===== src/rtl/cp0_int_ctrl_if.sv =====
// CP0 interrupt-controller bus bundle.
// Groups everything between the pipeline/Compare block (master) and the CP0
// interrupt controller (slave): interrupt sources, the mtc0/mfc0 register port,
// the commit-stage interrupt handshake and eret.
//   timer_int, hw_int            : level interrupt sources
//   count                        : Count register, feeds the Compare block
//   cp0_we/addr/wdata, cp0_rdata : register write strobe and combinational read
//   ex_valid, ex_pc              : interruptible instruction at commit and its PC
//   int_req, int_ack, int_vector : interrupt request, acceptance, handler entry
//   eret, epc                    : exception return and its target
interface cp0_int_ctrl_if;
  logic        timer_int;
  logic [4:0]  hw_int;
  logic [31:0] count;
  logic        cp0_we;
  logic [4:0]  cp0_addr;
  logic [31:0] cp0_wdata;
  logic [31:0] cp0_rdata;
  logic        ex_valid;
  logic [31:0] ex_pc;
  logic        int_req;
  logic        int_ack;
  logic [31:0] int_vector;
  logic        eret;
  logic [31:0] epc;

  modport master (
    output timer_int, hw_int, cp0_we, cp0_addr, cp0_wdata, ex_valid, ex_pc, int_ack, eret,
    input  count, cp0_rdata, int_req, int_vector, epc
  );

  modport slave (
    input  timer_int, hw_int, cp0_we, cp0_addr, cp0_wdata, ex_valid, ex_pc, int_ack, eret,
    output count, cp0_rdata, int_req, int_vector, epc
  );
endinterface


===== src/rtl/cp0_int_ctrl.sv =====
// CP0 interrupt controller.
// Holds Count (9), Status (12), Cause (13) and EPC (14), and runs the interrupt
// handshake with the commit stage: IDLE -> REQ when an enabled interrupt is
// pending and an interruptible instruction is at commit, REQ -> HANDLER on
// int_ack (capturing EPC and setting EXL), HANDLER -> IDLE on eret or a
// software write clearing EXL.
// Ports:
//   clk : clock, all state updates on its rising edge
//   rst : asynchronous active-low reset
//   bus : cp0_int_ctrl_if slave modport (sources, register port, handshake)
module cp0_int_ctrl #(
  parameter logic [31:0] INT_VECTOR = 32'h0000_0180,
  parameter int unsigned COUNT_DIV  = 2
) (
  input logic           clk,
  input logic           rst,
  cp0_int_ctrl_if.slave bus
);

  localparam logic [4:0] AddrCount  = 5'd9;
  localparam logic [4:0] AddrStatus = 5'd12;
  localparam logic [4:0] AddrCause  = 5'd13;
  localparam logic [4:0] AddrEpc    = 5'd14;
  localparam logic [7:0] DivLast    = 8'(COUNT_DIV - 1);

  typedef enum logic [1:0] {StIdle, StReq, StHandler} state_e;

  state_e      state_q, state_d;
  logic [31:0] count_q, count_d;
  logic [7:0]  div_q, div_d;
  logic        ie_q, ie_d;
  logic        exl_q, exl_d;
  logic [7:0]  im_q, im_d;
  logic [5:0]  ip_hw_q, ip_hw_d;  // {timer, hw_int[4:0]} -> Cause IP[7:2]
  logic [1:0]  ip_sw_q, ip_sw_d;
  logic [31:0] epc_q, epc_d;

  logic        wr_count, wr_status, wr_cause, wr_epc;
  logic [31:0] status, cause;
  logic        pending;

  assign wr_count  = bus.cp0_we & (bus.cp0_addr == AddrCount);
  assign wr_status = bus.cp0_we & (bus.cp0_addr == AddrStatus);
  assign wr_cause  = bus.cp0_we & (bus.cp0_addr == AddrCause);
  assign wr_epc    = bus.cp0_we & (bus.cp0_addr == AddrEpc);

  assign status  = {16'b0, im_q, 6'b0, exl_q, ie_q};
  assign cause   = {16'b0, ip_hw_q, ip_sw_q, 8'b0};
  assign pending = |(cause[15:8] & status[15:8]);

  // Count with prescaler; a software write reloads and restarts the phase.
  always_comb begin
    count_d = count_q;
    div_d   = div_q;
    if (wr_count) begin
      count_d = bus.cp0_wdata;
      div_d   = 8'd0;
    end else if (div_q == DivLast) begin
      count_d = count_q + 32'd1;
      div_d   = 8'd0;
    end else begin
      div_d = div_q + 8'd1;
    end
  end

  // Interrupt sources are sampled one cycle before they appear in Cause.
  always_comb begin
    ip_hw_d = {bus.timer_int, bus.hw_int};
    ip_sw_d = ip_sw_q;
    if (wr_cause) begin
      ip_sw_d = bus.cp0_wdata[9:8];
    end
  end

  // Handshake FSM plus Status/EPC next state. Software writes are applied
  // first so hardware EXL/EPC updates from the handshake take priority.
  always_comb begin
    state_d = state_q;
    ie_d    = ie_q;
    exl_d   = exl_q;
    im_d    = im_q;
    epc_d   = epc_q;

    if (wr_status) begin
      ie_d  = bus.cp0_wdata[0];
      exl_d = bus.cp0_wdata[1];
      im_d  = bus.cp0_wdata[15:8];
    end
    if (wr_epc) begin
      epc_d = bus.cp0_wdata;
    end

    case (state_q)
      StIdle: begin
        if (bus.eret) begin
          exl_d = 1'b0;
        end
        if (pending && ie_q && !exl_q && bus.ex_valid) begin
          state_d = StReq;
        end
      end
      StReq: begin
        if (bus.eret) begin
          exl_d = 1'b0;
        end
        // Request is held even if pending drops; only int_ack ends it.
        if (bus.int_ack) begin
          state_d = StHandler;
          exl_d   = 1'b1;
          epc_d   = bus.ex_pc;
        end
      end
      StHandler: begin
        if (bus.eret || (wr_status && !bus.cp0_wdata[1])) begin
          state_d = StIdle;
          exl_d   = 1'b0;
        end
      end
      default: state_d = StIdle;
    endcase
  end

  always_ff @(posedge clk or negedge rst) begin
    if (!rst) begin
      state_q <= StIdle;
      count_q <= '0;
      div_q   <= '0;
      ie_q    <= 1'b0;
      exl_q   <= 1'b0;
      im_q    <= '0;
      ip_hw_q <= '0;
      ip_sw_q <= '0;
      epc_q   <= '0;
    end else begin
      state_q <= state_d;
      count_q <= count_d;
      div_q   <= div_d;
      ie_q    <= ie_d;
      exl_q   <= exl_d;
      im_q    <= im_d;
      ip_hw_q <= ip_hw_d;
      ip_sw_q <= ip_sw_d;
      epc_q   <= epc_d;
    end
  end

  // Reads return pre-write contents.
  always_comb begin
    bus.cp0_rdata = '0;
    case (bus.cp0_addr)
      AddrCount:  bus.cp0_rdata = count_q;
      AddrStatus: bus.cp0_rdata = status;
      AddrCause:  bus.cp0_rdata = cause;
      AddrEpc:    bus.cp0_rdata = epc_q;
      default:    bus.cp0_rdata = '0;
    endcase
  end

  assign bus.count      = count_q;
  assign bus.int_req    = (state_q == StReq);
  assign bus.int_vector = INT_VECTOR;
  assign bus.epc        = epc_q;

endmodule


===== src/flat_wrapper.sv =====
// flat-port wrapper written by rule: the top's interface ports become plain ports
module cp0_int_ctrl_flat 
#(
  parameter logic [31:0] INT_VECTOR = 32'h0000_0180,
  parameter int unsigned COUNT_DIV  = 2
)
  (clk, rst, bus_timer_int, bus_hw_int, bus_cp0_we, bus_cp0_addr, bus_cp0_wdata, bus_ex_valid, bus_ex_pc, bus_int_ack, bus_eret, bus_count, bus_cp0_rdata, bus_int_req, bus_int_vector, bus_epc);
  cp0_int_ctrl_if bus_i ();
  input logic clk;
  input logic rst;
  input wire logic [$bits(bus_i.timer_int)-1:0] bus_timer_int;
  input wire logic [$bits(bus_i.hw_int)-1:0] bus_hw_int;
  input wire logic [$bits(bus_i.cp0_we)-1:0] bus_cp0_we;
  input wire logic [$bits(bus_i.cp0_addr)-1:0] bus_cp0_addr;
  input wire logic [$bits(bus_i.cp0_wdata)-1:0] bus_cp0_wdata;
  input wire logic [$bits(bus_i.ex_valid)-1:0] bus_ex_valid;
  input wire logic [$bits(bus_i.ex_pc)-1:0] bus_ex_pc;
  input wire logic [$bits(bus_i.int_ack)-1:0] bus_int_ack;
  input wire logic [$bits(bus_i.eret)-1:0] bus_eret;
  output wire logic [$bits(bus_i.count)-1:0] bus_count;
  output wire logic [$bits(bus_i.cp0_rdata)-1:0] bus_cp0_rdata;
  output wire logic [$bits(bus_i.int_req)-1:0] bus_int_req;
  output wire logic [$bits(bus_i.int_vector)-1:0] bus_int_vector;
  output wire logic [$bits(bus_i.epc)-1:0] bus_epc;
  assign bus_i.timer_int = bus_timer_int;
  assign bus_i.hw_int = bus_hw_int;
  assign bus_i.cp0_we = bus_cp0_we;
  assign bus_i.cp0_addr = bus_cp0_addr;
  assign bus_i.cp0_wdata = bus_cp0_wdata;
  assign bus_i.ex_valid = bus_ex_valid;
  assign bus_i.ex_pc = bus_ex_pc;
  assign bus_i.int_ack = bus_int_ack;
  assign bus_i.eret = bus_eret;
  assign bus_count = bus_i.count;
  assign bus_cp0_rdata = bus_i.cp0_rdata;
  assign bus_int_req = bus_i.int_req;
  assign bus_int_vector = bus_i.int_vector;
  assign bus_epc = bus_i.epc;
  cp0_int_ctrl #(.INT_VECTOR(INT_VECTOR), .COUNT_DIV(COUNT_DIV)) u_core (.clk(clk), .rst(rst), .bus(bus_i));
endmodule

===== config.mk =====
export PLATFORM = sky130hd
export DESIGN_NAME = cp0_int_ctrl_flat
export DESIGN_NICKNAME = d
export VERILOG_FILES = /design/src/rtl/cp0_int_ctrl_if.sv /design/src/rtl/cp0_int_ctrl.sv /design/src/flat_wrapper.sv
export SDC_FILE = /design/constraint.sdc
export NUM_CORES = 1
export LEC_CHECK = 0
export BUFFER_PORTS_ARGS = -buffer_cell sky130_fd_sc_hd__clkbuf_2
export CAP_MARGIN = 25
export CORE_MARGIN = 5
export CORE_UTILIZATION = 45
export DETAILED_ROUTE_END_ITERATION = 7
export GPL_TIMING_DRIVEN = 0
export PLACE_DENSITY = 0.8
export SYNTH_ARGS = -nofsm -noshare
export SYNTH_HDL_FRONTEND = slang
export SYNTH_SLANG_ARGS = --single-unit

===== constraint.sdc =====
create_clock -name clk -period 5.4 [get_ports clk]
set_input_delay 1.08 -clock clk [delete_from_list [all_inputs] [get_ports clk]]
set_output_delay 1.08 -clock clk [all_outputs]
set_load 0.005 [all_outputs]

# Yosys cells after proc, flatten, opt, wreduce, memory -nomap -nowiden
# Index checks and enable logic that the tools add are counted.
totals:
  ff_bits: 92
  rom_bits: 0
  n_memories: 0
  ram_bits: 0
  latch_bits: 0
  in_bits: 81
op_classes:
  n_mux: 17
  n_addsub: 2
  shifts: 0
  n_reduce_logical: 11
  bitwise_logic: 5
  eq_ne: 10
  div: 0
  n_mul: 0
  order_cmp: 0
op_table:
  columns: ["cell", "n"]
  rows:
  - ["$mux W32", 5]
  - ["$pmux W32 S4", 1]
  - ["$add A32 B1 Y32 const B", 1]
  - ["$eq A5 B4 Y1 const B", 4]
  - ["$mux W8", 2]
  - ["$add A8 B1 Y8 const B", 1]
  - ["$and A8 B8 Y8", 1]
  - ["$eq A8 B1 Y1 const B", 1]
  - ["$reduce_or A8 Y1", 1]
  - ["$mux W2", 3]
  - ["$pmux W2 S3", 1]
  - ["$and A1 B1 Y1", 4]
  - ["$logic_and A1 B1 Y1", 4]
  - ["$mux W1", 4]
  - ["$ne A2 B1 Y1 const B", 2]
  - ["$pmux W1 S3", 1]
  - ["$reduce_and A3 Y1", 1]
  - ["$eq A2 B1 Y1 const B", 1]
  - ["$eq A2 B2 Y1 const B", 1]
  - ["$logic_not A1 Y1", 2]
  - ["$logic_not A2 Y1", 1]
  - ["$ne A2 B2 Y1 const B", 1]
  - ["$reduce_bool A2 Y1", 1]
  - ["$logic_or A1 B1 Y1", 1]

# Depth between registers and ports, before layout
logic_depth:
  word_depth: 7
  ltp_mapped: 8
  ltp_nobuf: 7

# Worst setup path after synthesis
# OpenSTA, ideal clock, no wires.
synth_timing:
  kind: "input port to output port"
  startpoint: "input bus_cp0_addr[4]"
  endpoint: "output bus_cp0_rdata[10]"
  required_time_ns: 4.320
  cell_stages: 6
  slack_ns: 2.334
  arrival_time_ns: 1.986
  path_cell_list: "nor2_1 > and4b_1 > buf_2 > clkbuf_1 > a22oi_1 > o21ai_0"
synth_between:
  elab_chain_len: 2
  elab_cells_between_ends: 5
synth_rtl:
  columns: ["item", "line_no", "text"]
  rows:
  - ["from (decl)", "flat_wrapper.sv:14", "input wire logic [$bits(bus_i.cp0_addr)-1:0] bus_cp0_addr;"]
  - ["$eq A5 B4 Y1", "cp0_int_ctrl.sv:150", "case (bus.cp0_addr)"]
  - ["$pmux W32 S4 *", "cp0_int_ctrl.sv:150", null]
  - ["to (decl)", "flat_wrapper.sv:21", "output wire logic [$bits(bus_i.cp0_rdata)-1:0] bus_cp0_rdata;"]
# Every way passes the cells marked *; elsewhere a longest branch is shown, timed or not.

# Final worst setup path
layout_timing:
  startpoint: "input bus_cp0_addr[0]"
  endpoint: "output bus_cp0_rdata[6]"
# The elaborated chain is that of the path after synthesis.

==> impl_metrics.toml <==
[outcome]
status = "complete, no violations"

[floorplan]
num_io_pins = 210
die_w_um = 117.6
num_rows = 39
die-area_um2 = 13820
dieHeight_um = 117.6
start_util_pct = 45.80
core_area_um2 = 11370

[yosys]
ys_warn_count = 0
ys_seq_elements = 92
yosys-top-cells-area = "dfrtp_1 (44%), mux2i_1 (8.5%), xnor2_1 (4.9%)"
synth_top_area_cell = "dfrtp_1"
synth_edf_count = 0
synthCells = 537
ys_types = 43
ys_seq_area_share_pct = 44.21
syn-cell-area_um2 = 5207
ys.flop_type = "dfrtp_1"
async_flop_share_pct = 100.0
syn_avg_cell_area_um2 = 9.697
synth_most_common_cell = "dfrtp_1"
synthTopCellsByCount = "dfrtp_1 (92), nor2_1 (57), nand2_1 (48)"
synth_top_area_share_pct = 44.21

[sta]
drv_slew = 0
maxSlewHeadroom_pct = 42.13
max_freq_ghz = 0.2542
fin_tns_setup_ps = 0
finalCritPeriodShare_pct = 72.84
period_needed_ps = 3933
finalHoldViolCount = 0
skew_ps = 13.94
finalSetupViolations = 0
tightest_slew_ps = 868.1
holdWs_ps = 507.9
rsz0062_at_grt = "false"

[clocking]
post_cts_resized = 0
clk_path_buf_depth = 2
cts_setup_buffers = 0
worst_setup_hold_path_clk_slew_ps = 70
cts_root_buf = "clkbuf_16"
cts_tree = "done"
cts_buffers = 9
cts_sinks = 92
ctsHtreeMaxLevel = 3
cts_hold_buffers = 0
insertion_delay_ps = 340

[worst_setup_path]
worstPathCellList = "clkbuf_2, nand4bb_1, nor2_1, clkbuf_1, a22o_1, clkbuf_2"
reg2reg_depth = 6
path_common_cell = "clkbuf_2"
r2r_slack_ps = 3340
crit_path_end_kind = "output pin"
r2r_start = "u_core.bus.count[0]"
setup.worst_path.start = "bus_cp0_addr[0]"
crit_type = "primary input to output pin"
cpMaxStageDelayCell = "clkbuf_1"
path_buf_inv = 3
crit_end = "bus_cp0_rdata[6]"
max_stage_delay_ps = 660
worstPathRequired_ps = 4320
crit_family = "buffers and inverters"
critPathMaxFanout = 10
startpoint_type = "primary input"
crit_arrival_ps = 2850
r2r-end = "u_core.bus.count[18]"
crit_cells = 6

[routing]
first_pass_iters = 5
initialDrtViolationCount = 317
via_per_inst = 5.316
drt_wl_total_um = 16420
ant_nets = 0
avgRoutedWirePerCell_um = 18.19
dr_total_vias = 4800
drcViolationCount = 0

[grt]
grt_max_degree = 60
grt_pass1_wl_um = 26040
grt_pass1_vias = 4882
grt_overflow = 0
track_usage_pct = 23.19
antenna_found_initial = 0

[final_layout]
finalNonFillerCells = 903
fill_cells = 1028
postLayoutCoreUtil_pct = 59.27
syn_to_final_growth_pct = 29.41
drive_gt1_share_pct = 34.21
antenna-diode-count = 0
final_nets = 840

[power]
finalPower_w = 0.002740
powerDensity_nw_per_um2 = 406.5
vdd_ir_drop_max_v = 0.0002600
leakage_nw = 3.393

[hold_path]
hp-class = "flip-flop to flip-flop"

[flow_run]
maxCapViolCount = 0

[placed_design]
hpwl_um = 12420
gp_congestion = 0.8266
placed_cells = 888
portBuffers = 177
[routing by layer]
metal / up-vias / share of wire [%] / global-route usage (%)
li1: 2263 / - / -
met1: 2295 / 42 / 29.27
met2: 213 / 48 / 38.86
met3: 29 / 8.0 / 5.815
met4: 0 / 2.4 / 7.670
met5: - / 0 / 0
[worst min-delay path by stage]
stage,startpoint,endpoint,cells past startpoint
6_report,u_core.state_q[1],u_core.state_q[0],1
5_1_grt,u_core.state_q[1],u_core.state_q[0],1
4_1_cts,u_core.state_q[1],u_core.state_q[0],1
3_5_place_dp,u_core.state_q[1],u_core.state_q[0],1
3_3_place_gp,u_core.state_q[1],u_core.state_q[0],1
2_1_floorplan,u_core.state_q[1],u_core.state_q[0],1
[area by class of cell]
cell class	instances	area, um^2	area share (%)
tap	143	178.9	2.655
clock buffer	10	239.0	3.546
timing repair buffer	178	915.9	13.59
buffer	60	369.1	5.477
multi-input combinational	409	2626	38.97
sequential	92	2302	34.16
clock inverter	5	85.08	1.263
inverter	6	22.52	0.3342
[cells in the final DEF (no fill, tap or decap), types with 7 or more instances in the layout]
cell | netlist | final
xnor2_1 | 29 | 29
nor3_1 | 9 | 9
nand3_1 | 13 | 13
mux2i_1 | 44 | 44
a21oi_1 | 36 | 36
nand2_1 | 48 | 48
a22o_1 | 22 | 22
conb_1 | 2 | 32
o21ai_1 | 8 | 8
nor2_1 | 57 | 57
buf_4 | 32 | 32
clkbuf_2 | 0 | 176
buf_2 | 7 | 7
xor2_1 | 8 | 8
nand4_1 | 9 | 9
mux2_2 | 11 | 11
o21ai_0 | 33 | 33
a22oi_1 | 12 | 12
clkbuf_1 | 18 | 18
clkbuf_16 | 0 | 9
dfrtp_1 | 92 | 92
[power breakdown]
part           internal (W)  switching, W
logic              0.000432      0.000430
registers          0.000917      0.000264
clock network      0.000419      0.000278
[cells by family (layout without fill, tap and decap cells)]
kind of cell    Yosys count  after routing  synth area share [%]
compound gates          113            113                 13.14
flops                    92             92                 44.21
buf+inv                  66            259                 7.520
other cells               2             32                0.1442
xor+xnor                 37             37                 6.223
fa+ha+maj                 3              3                0.7209
mux                      55             55                 10.84
simple gates            169            169                 17.20
[state kept, by name, indices dropped and copies added, names as in the netlist]
name / cells
u_core.bus.count: 32
u_core.bus.epc: 32
u_core.div_q: 8
u_core.exl_q: 1
u_core.ie_q: 1
u_core.im_q: 8
u_core.ip_hw_q: 6
u_core.ip_sw_q: 2
u_core.state_q: 2
[through the flow]
stage	instance area, um^2	worst slack (ps)
final	6739	1467
after global placement	6385	1537
after floorplan	5320	2334
after CTS	6739	1501
after detailed placement	6415	1512
after global routing	6739	1419
Note: power is estimated with default switching activity, not from simulation.
